==> src/rtl/sap_control_sequencer.sv <==
// SAP-U control sequencer: five-step T-counter plus opcode decode
// into the bus, register, PC, memory and ALU control word.
module sap_control_sequencer #(
  parameter int STEPS = 5
) (
  input  logic       clk,
  input  logic       clr,
  input  logic [7:0] instr,
  input  logic [1:0] flags,
  output logic [2:0] step,
  output logic       hlt,
  output logic       mi,
  output logic       ri,
  output logic       ro,
  output logic       ii,
  output logic       io,
  output logic       ai,
  output logic       ao,
  output logic       bi,
  output logic       oi,
  output logic       ce,
  output logic       co,
  output logic       j,
  output logic       alu_enable,
  output logic       subtract,
  output logic       flag_fi,
  output logic       flag_clr
);

  localparam logic [2:0] LAST = 3'(STEPS - 1);

  localparam logic [3:0] OP_LDA = 4'h1;
  localparam logic [3:0] OP_ADD = 4'h2;
  localparam logic [3:0] OP_SUB = 4'h3;
  localparam logic [3:0] OP_STA = 4'h4;
  localparam logic [3:0] OP_LDI = 4'h5;
  localparam logic [3:0] OP_JMP = 4'h6;
  localparam logic [3:0] OP_JC  = 4'h7;
  localparam logic [3:0] OP_JZ  = 4'h8;
  localparam logic [3:0] OP_OUT = 4'hE;
  localparam logic [3:0] OP_HLT = 4'hF;

  logic [3:0] op;
  logic [2:0] step_q, step_d;
  logic       halted_q, halted_d;
  logic       operand_unused;

  assign op             = instr[7:4];
  assign operand_unused = ^instr[3:0];
  assign step           = step_q;

  always_ff @(posedge clk or posedge clr) begin
    if (clr) begin
      step_q   <= 3'd0;
      halted_q <= 1'b0;
    end else begin
      step_q   <= step_d;
      halted_q <= halted_d;
    end
  end

  // Halting freezes the counter on the step after T2 (i.e. T3).
  always_comb begin
    step_d   = step_q;
    halted_d = halted_q;
    if (!halted_q) begin
      step_d   = (step_q == LAST) ? 3'd0 : step_q + 3'd1;
      halted_d = (step_q == 3'd2) && (op == OP_HLT);
    end
  end

  always_comb begin
    hlt        = 1'b0;
    mi         = 1'b0;
    ri         = 1'b0;
    ro         = 1'b0;
    ii         = 1'b0;
    io         = 1'b0;
    ai         = 1'b0;
    ao         = 1'b0;
    bi         = 1'b0;
    oi         = 1'b0;
    ce         = 1'b0;
    co         = 1'b0;
    j          = 1'b0;
    alu_enable = 1'b1;
    subtract   = 1'b0;
    flag_fi    = 1'b1;
    flag_clr   = clr;
    if (clr) begin
      hlt = 1'b0;
    end else if (halted_q) begin
      hlt = 1'b1;
    end else begin
      case (step_q)
        3'd0: begin
          co = 1'b1;
          mi = 1'b1;
        end
        3'd1: begin
          ro = 1'b1;
          ii = 1'b1;
          ce = 1'b1;
        end
        3'd2: begin
          case (op)
            OP_LDA, OP_ADD, OP_SUB, OP_STA: begin
              io = 1'b1;
              mi = 1'b1;
            end
            OP_LDI: begin
              io = 1'b1;
              ai = 1'b1;
            end
            OP_JMP: begin
              io = 1'b1;
              j  = 1'b1;
            end
            OP_JC: begin
              io = 1'b1;
              j  = flags[0];
            end
            OP_JZ: begin
              io = 1'b1;
              j  = flags[1];
            end
            OP_OUT: begin
              ao = 1'b1;
              oi = 1'b1;
            end
            OP_HLT: hlt = 1'b1;
            default: hlt = 1'b0;
          endcase
        end
        3'd3: begin
          case (op)
            OP_LDA: begin
              ro = 1'b1;
              ai = 1'b1;
            end
            OP_ADD, OP_SUB: begin
              ro = 1'b1;
              bi = 1'b1;
            end
            OP_STA: begin
              ao = 1'b1;
              ri = 1'b1;
            end
            default: hlt = 1'b0;
          endcase
        end
        3'd4: begin
          if (op == OP_ADD || op == OP_SUB) begin
            alu_enable = 1'b0;
            ai         = 1'b1;
            flag_fi    = 1'b0;
            subtract   = (op == OP_SUB);
          end
        end
        default: hlt = 1'b0;
      endcase
    end
  end

endmodule

==> config.mk <==
export PLATFORM = sky130hd
export DESIGN_NAME = sap_control_sequencer
export DESIGN_NICKNAME = d
export VERILOG_FILES = /design/src/rtl/sap_control_sequencer.sv
export SDC_FILE = /design/constraint.sdc
export NUM_CORES = 1
export LEC_CHECK = 0
export BUFFER_PORTS_ARGS = -buffer_cell sky130_fd_sc_hd__buf_2
export CORE_MARGIN = 2
export CORE_UTILIZATION = 42
export DETAILED_ROUTE_END_ITERATION = 10
export PLACE_DENSITY = 0.75
export REMOVE_ABC_BUFFERS = 1
export SETUP_SLACK_MARGIN = 0.4
export SLEW_MARGIN = 10
export SYNTH_ARGS = -nofsm -noshare
export SYNTH_HDL_FRONTEND = slang
export SYNTH_SLANG_ARGS = --single-unit
==> constraint.sdc <==
create_clock -name clk -period 2.3 [get_ports clk]
set_clock_uncertainty 0.2 [all_clocks]
set_input_delay 0.46 -clock clk [delete_from_list [all_inputs] [get_ports clk]]
set_output_delay 0.46 -clock clk [all_outputs]
set_load 0.02 [all_outputs]
==> metrics.txt, run 1 <==
Mapped Avg Cell Area=7.94 um^2; gr usage total=about a quarter; DR vias=656; die footprint=about 0.0016 mm^2; PwrDens=964 mW/mm^2; Hold Path Cell Cnt=2; cts bufs inserted=3; Die X=40.1 um; TritonCTS clock tree=yes; starting DRC count in detailed routing=9; Synth top area share=18.3%; failing checks=setup timing; largest net degree at the start of global routing=12; top cells by area, synth=dfrtp_1, ha_1, buf_4; die height=40.1 um; cell area after synthesis=between 500 and 600 um^2; total power=about 0.93 mW; Cell Area, Placed=just over 700 um^2; top-level port count=32; Worst-Margin Slew=630 ps; DR DRC count=0; Final Cell Area=roughly 960 um^2; WS Path Type=flip-flop to primary output; Final Util=76.8%; minimum clock period=2560 ps; global-route wire length before repair=2.55 mm; Post-synth ARST share=100%; core box area=0.00125 mm^2; Startpoint Class=flip-flop; Detail Route Antenna Nets=0; number of synthesized flops with an enable pin=0; Nets=around 120; Post-synth top cells=nor2_1, ha_1, inv_1, nand2_1; Clock Sinks=4; Worst Setup End Kind=primary output; CP arrival=1900 ps; Reg2Reg Depth=8; final hold viol count=0; top-count cell post-synth=nor2_1; final-report max-slew violation count=0; top achievable clock speed=0.391 GHz; Final Cycle Share=111%; Leak=0.460 nW; Vias/cell=5.47; RSZ-0062 raised after global routing=true; Clk Tree Root Cell=clkbuf_4; worst vdd ir=0.736 mV; cell taking the most area after synthesis=dfrtp_1; CP Max Fanout=4; outcome=finished with violations; Top FF cell, synth=dfrtp_1; max cap viols=0; Hold Crit Class=flip-flop to flip-flop; yosys warns=0; clk_lat worst skew=230 ps; # port buffers=27; Final WS setup=-255 ps; Worst slew margin=approximately 58%; Worst-path clk slew=~30 ps; number of fill cells=between 90 and 100; share of layout cells above drive strength 1=61.0%; # rows=13; WL final=1.72 mm; Mapped Cells=a little under 70; Setup violations, final=7; placer congestion estimate=between 0.8 and 0.9; drt wl/cell=14.4 um; Initial DRT Pass Iterations=4; Starting Density=43.8%; antenna cell count=0; GR Overflow Total=0; Critical Path RT=1640 ps; post-synthesis sequential area ratio=18.3%; CTS Buffer Depth=2; initial antenna violation count=0; Synth cell types=30; Synth Register Bits=4; number of H-tree levels=1; Layout area overhead=75.6%; HPWL Detailed=about 1.1 mm; vias in the first global route=611
worst max-delay path: stages (launching register included):
cell and delay [ps]:
dfrtp_1 390, buf_4 160, inv_4 60, ha_4 130, or4b_4 510, o22ai_2 120
and3_1 180, buf_6 120
flip-flops by register name, indices dropped and copies added, names as in the netlist:
signal    count
step          3
halted_q      1
cell type report:
type,instances,area [um^2],area share [%]
multi-input cells,53,497,51.6
inverters,5,23.8,2.47
clock buffers,3,22.5,2.34
flip-flops and latches,4,100,10.4
well taps,15,18.8,1.95
repair buffers,40,300,31.2
final timing paths:
kind / from / to / slack, ps
hold / removal: step[0] / step[0] / 440
min in group asynchronous: clr / step[1] / 570
max in group asynchronous: clr / step[2] / 1170
setup reg to reg: step[0] / step[2] / 530
hold reg to reg: step[0] / step[0] / 440
setup / recovery: step[0] / ao / -260
placed cells by master (no fill, tap or decap), types with 3 or more instances in the layout:
cell type / n
and2_4: 3
and3_1: 3
buf_2: 13
buf_4: 18
buf_6: 8
clkbuf_4: 3
dfrtp_1: 4
ha_4: 3
inv_1: 3
nand2_1: 5
nor2_1: 4
per-layer routing:
metal	up-vias	share of wire (%)	GRT usage [%]
li1	315	-	-
met1	313	35	22.3
met2	26	59	50.8
met3	2	4.4	0.556
met4	0	0.87	10.3
met5	-	0	0
timing repair:
action                                 CTS  global route
setup endpoints to repair               16            16
endpoints found under the hold margin    4             0
resized for setup                       39            10
pin swaps                                9             4
buffers inserted                         4             1
hold buffers                             1             0
report_power, final:
| group | internal (mW) | switching (mW) | total [mW] |
|---|---|---|---|
| Clock | 0.0581 | 0.0255 | 0.0836 |
| Sequential | 0.109 | 0.0343 | 0.143 |
| Combinational | 0.354 | 0.348 | 0.701 |
| Total | 0.520 | 0.408 | 0.928 |
metrics by stage:
| step | cells | worst slack, ps | hold slack [ps] | TNS, ps |
|---|---|---|---|---|
| after floorplan | 62 | -205 | 31.2 | -603 |
| after CTS | 119 | -232 | 420 | -1050 |
| after global placement | 111 | -8.23 | 202 | -8.23 |
| after global routing | 120 | -308 | 465 | -1570 |
| after detailed placement | 111 | -42.5 | 201 | -42.5 |
| final | 120 | -255 | 443 | -1040 |
logic make-up after synthesis:
| logic type | after synthesis | synth area share, % |
|---|---|---|
| adder cells (fa/ha/maj) | 5 | 11.4 |
| flip-flops | 4 | 18.3 |
| multiplexers | 1 | 2.05 |
| XOR/XNOR | 1 | 1.60 |
| AND/OR/NAND/NOR | 34 | 38.1 |
| buffers and inverters | 12 | 12.3 |
| AO/OA/AOI/OAI | 12 | 16.2 |
(Power assumes the default switching activity.)
==> inputs of run 2 (changes only) <==
==> constraint.sdc (replaced) <==
create_clock -name clk -period 2.3 [get_ports clk]
set_clock_uncertainty 0.2 [all_clocks]
set_input_delay 0.23 -clock clk [delete_from_list [all_inputs] [get_ports clk]]
set_output_delay 0.23 -clock clk [all_outputs]
set_load 0.02 [all_outputs]
==> run 2 against run 1 <==
Final cell count increased by 1.7%; worst hold slack got worse by 220 ps; non-clock buffer count up 2; combinational power is 12% higher; total power increased by 11%; the flow still finishes with violations (setup timing); register-to-register slack got worse by 50 ps.
==> metrics.txt, run 2 (same netlist as run 1, synthesis figures left out) <==
outcome=finished with violations; failing checks=setup timing; CP Max Fanout=4 (unchanged); global-route wire length before repair=2.44 mm (-4.4%); Reg2Reg Depth=9 (+1); Final WS setup=-34.1 ps (+221 ps); final-report max-slew violation count=0 (unchanged); WHS Endpoint=halted_q; Power Internal=0.599 mW (+15%); Leak=0.472 nW (+2.5%); number of fill cells=88 (-6.4%); Die X=40.1 um (unchanged); cts bufs inserted=3 (unchanged); die footprint=0.00161 mm^2 (unchanged); CP Launch Point=step[0]; commonest non-fill, non-tap cell in the layout=buf_4; die height=40.1 um (unchanged); clk_lat worst skew=230 ps (about the same); Startpoint Class=flip-flop; Worst-path clk slew=40 ps (about the same); core box area=0.00125 mm^2 (unchanged); hold path startpoint=instr[4]; Sequential Area=100 um^2 (unchanged); final hold viol count=0 (unchanged); top achievable clock speed=0.428 GHz (+9.5%); GR Overflow Total=0 (unchanged); slowest library cell on the worst path=or4b_4; Place WS=120 ps (+162 ps); Nets=126 (+1.6%); Critical Path RT=1870 ps (+230 ps); Worst slew margin=60.1% (+2.4 points); Buffers & Inverters on Critical Path=3 (unchanged); Detail Route Antenna Nets=0 (unchanged); Worst-Margin Slew=595 ps (-35.8 ps); share of layout cells above drive strength 1=61.7% (+0.73 points); # rows=13 (unchanged); Final Cycle Share=101% (-9.6 points); minimum clock period=2330 ps (-221 ps); WL final=1.68 mm (-2.7%); Hold WS=221 ps (-222 ps); TritonCTS clock tree=yes; RSZ-0062 raised after global routing=true; Initial DRT Pass Iterations=4 (unchanged); total power=1.03 mW (+11%); Starting Density=43.8% (unchanged); drt wl/cell=13.7 um (-4.3%); Worst Setup End Kind=primary output; max cap viols=0 (unchanged); WS Path Type=flip-flop to primary output; area of the multi-input gates=500 um^2 (+0.76%); antenna cell count=0 (unchanged); placer congestion estimate=0.720 (-14%); Layout area overhead=83.6%; Clock Sinks=4 (unchanged); top-level port count=32 (unchanged); Reg2Reg Setup Slack=480 ps (-50 ps); Vias/cell=5.21 (-4.6%); max reg flops=3 (unchanged); stages on the worst setup path=7 (unchanged); DR vias=636 (-3.0%); Sw Pwr=0.435 mW (+6.7%); reg-to-reg startpoint=step[0]; Clock power frac=8.2% (-0.8 points); Net Sw Frac=42.1% (-1.9 points); starting DRC count in detailed routing=5 (-4); Hold Crit Class=input port to flip-flop; Worst R2R End=step[0]; Top Family by Delay on Critical Path=simple AND/OR/NAND/NOR gates; worst vdd ir=0.736 mV (about the same); Clk Tree Root Cell=clkbuf_4; PwrDens=1030 mW/mm^2 (+6.6%); # port buffers=27 (unchanged); number of H-tree levels=1 (unchanged); CP arrival=1900 ps (about the same); CP peak stage delay=500 ps (about the same); Setup violations, final=2 (-5); initial antenna violation count=0 (unchanged); gr usage total=23.0% (-0.75 points); CP Cell Sequence=buf_6 -> inv_4 -> ha_4 -> or4b_4 -> o22ai_2 -> and3_4 -> buf_6; sequential share of power=15.7% (+0.3 points); CTS Buffer Depth=2 (unchanged); Inst Count DP=105 (-5.4%); Finished Layout Cells=122 (+1.7%); combinational power share=76.1% (+0.5 points); highest-count cells in the layout ignoring fill and taps=buf_4, buf_6, buf_2; largest net degree at the start of global routing=12 (unchanged); HPWL Detailed=949 um (-11%); Fin Setup TNS=-43.3 ps (+999 ps); Hold Path Cell Cnt=2 (unchanged); Crit path top cell by count=buf_6; DR DRC count=0 (unchanged); vias in the first global route=587 (-3.9%)
## run 2: cell count changes in the layout (fill, tap and decap cells not counted)
cell,delta
buf_4,-3
nor3_1,+1
nor3_4,-1
ha_2,-1
buf_6,+6
buf_2,-1
and3_4,+1
ha_4,+1
and3_1,-1
## run 2: worst max path at each step
stage | endpoint | slack, ps
6_report | ao | -30
5_1_grt | ao | -100
4_1_cts | ao | 20
3_5_place_dp | ao | 120
3_3_place_gp | ao | 150
2_1_floorplan | j | 20
## run 2: metal layers
metal / wire [um] / global-route usage [%]
met5: 0 / 0
met4: 0 / 10.3
met3: 95 / 3.89
met2: 1010 / 47.6
met1: 572 / 20.8
## run 2: layout make-up
class	instances	share of cell area [%]
multi-input combinational	53	49.8
timing repair buffer	42	33.8
sequential	4	9.95
inverter	5	2.36
clock buffer	3	2.24
tap	15	1.87
## run 2: repair_timing
action,CTS,global route
resized for setup,34,22
hold buffers,1,0
hold endpoints to repair,4,0
endpoints found under the setup margin,12,15
setup buffers,11,2
pin swaps,9,5
## run 2: worst register-to-register path, delay by kind of cell, from the launching register on
kind | cells | cell delay (ps)
compound gates | 1 | 120
fa+ha+maj | 1 | 160
simple gates | 2 | 320
buf+inv | 5 | 540
flops | 1 | 410
## run 2: stage by stage
step	util, %	instance area (um^2)
floorplan	-	499
global route	80.3	1010
detailed placement	52.7	661
CTS	72.4	907
finish	80.3	1010
global placement	52.7	661
## run 2: power by group through the flow
stage          Combinational (mW)  Sequential, mW  Clock [mW]
2_1_floorplan               0.243           0.192           0
6_report                    0.787           0.162      0.0851
5_1_grt                     0.854           0.170      0.0949
3_5_place_dp                0.405           0.161           0
3_3_place_gp                0.397           0.159           0
4_1_cts                     0.652           0.147      0.0892
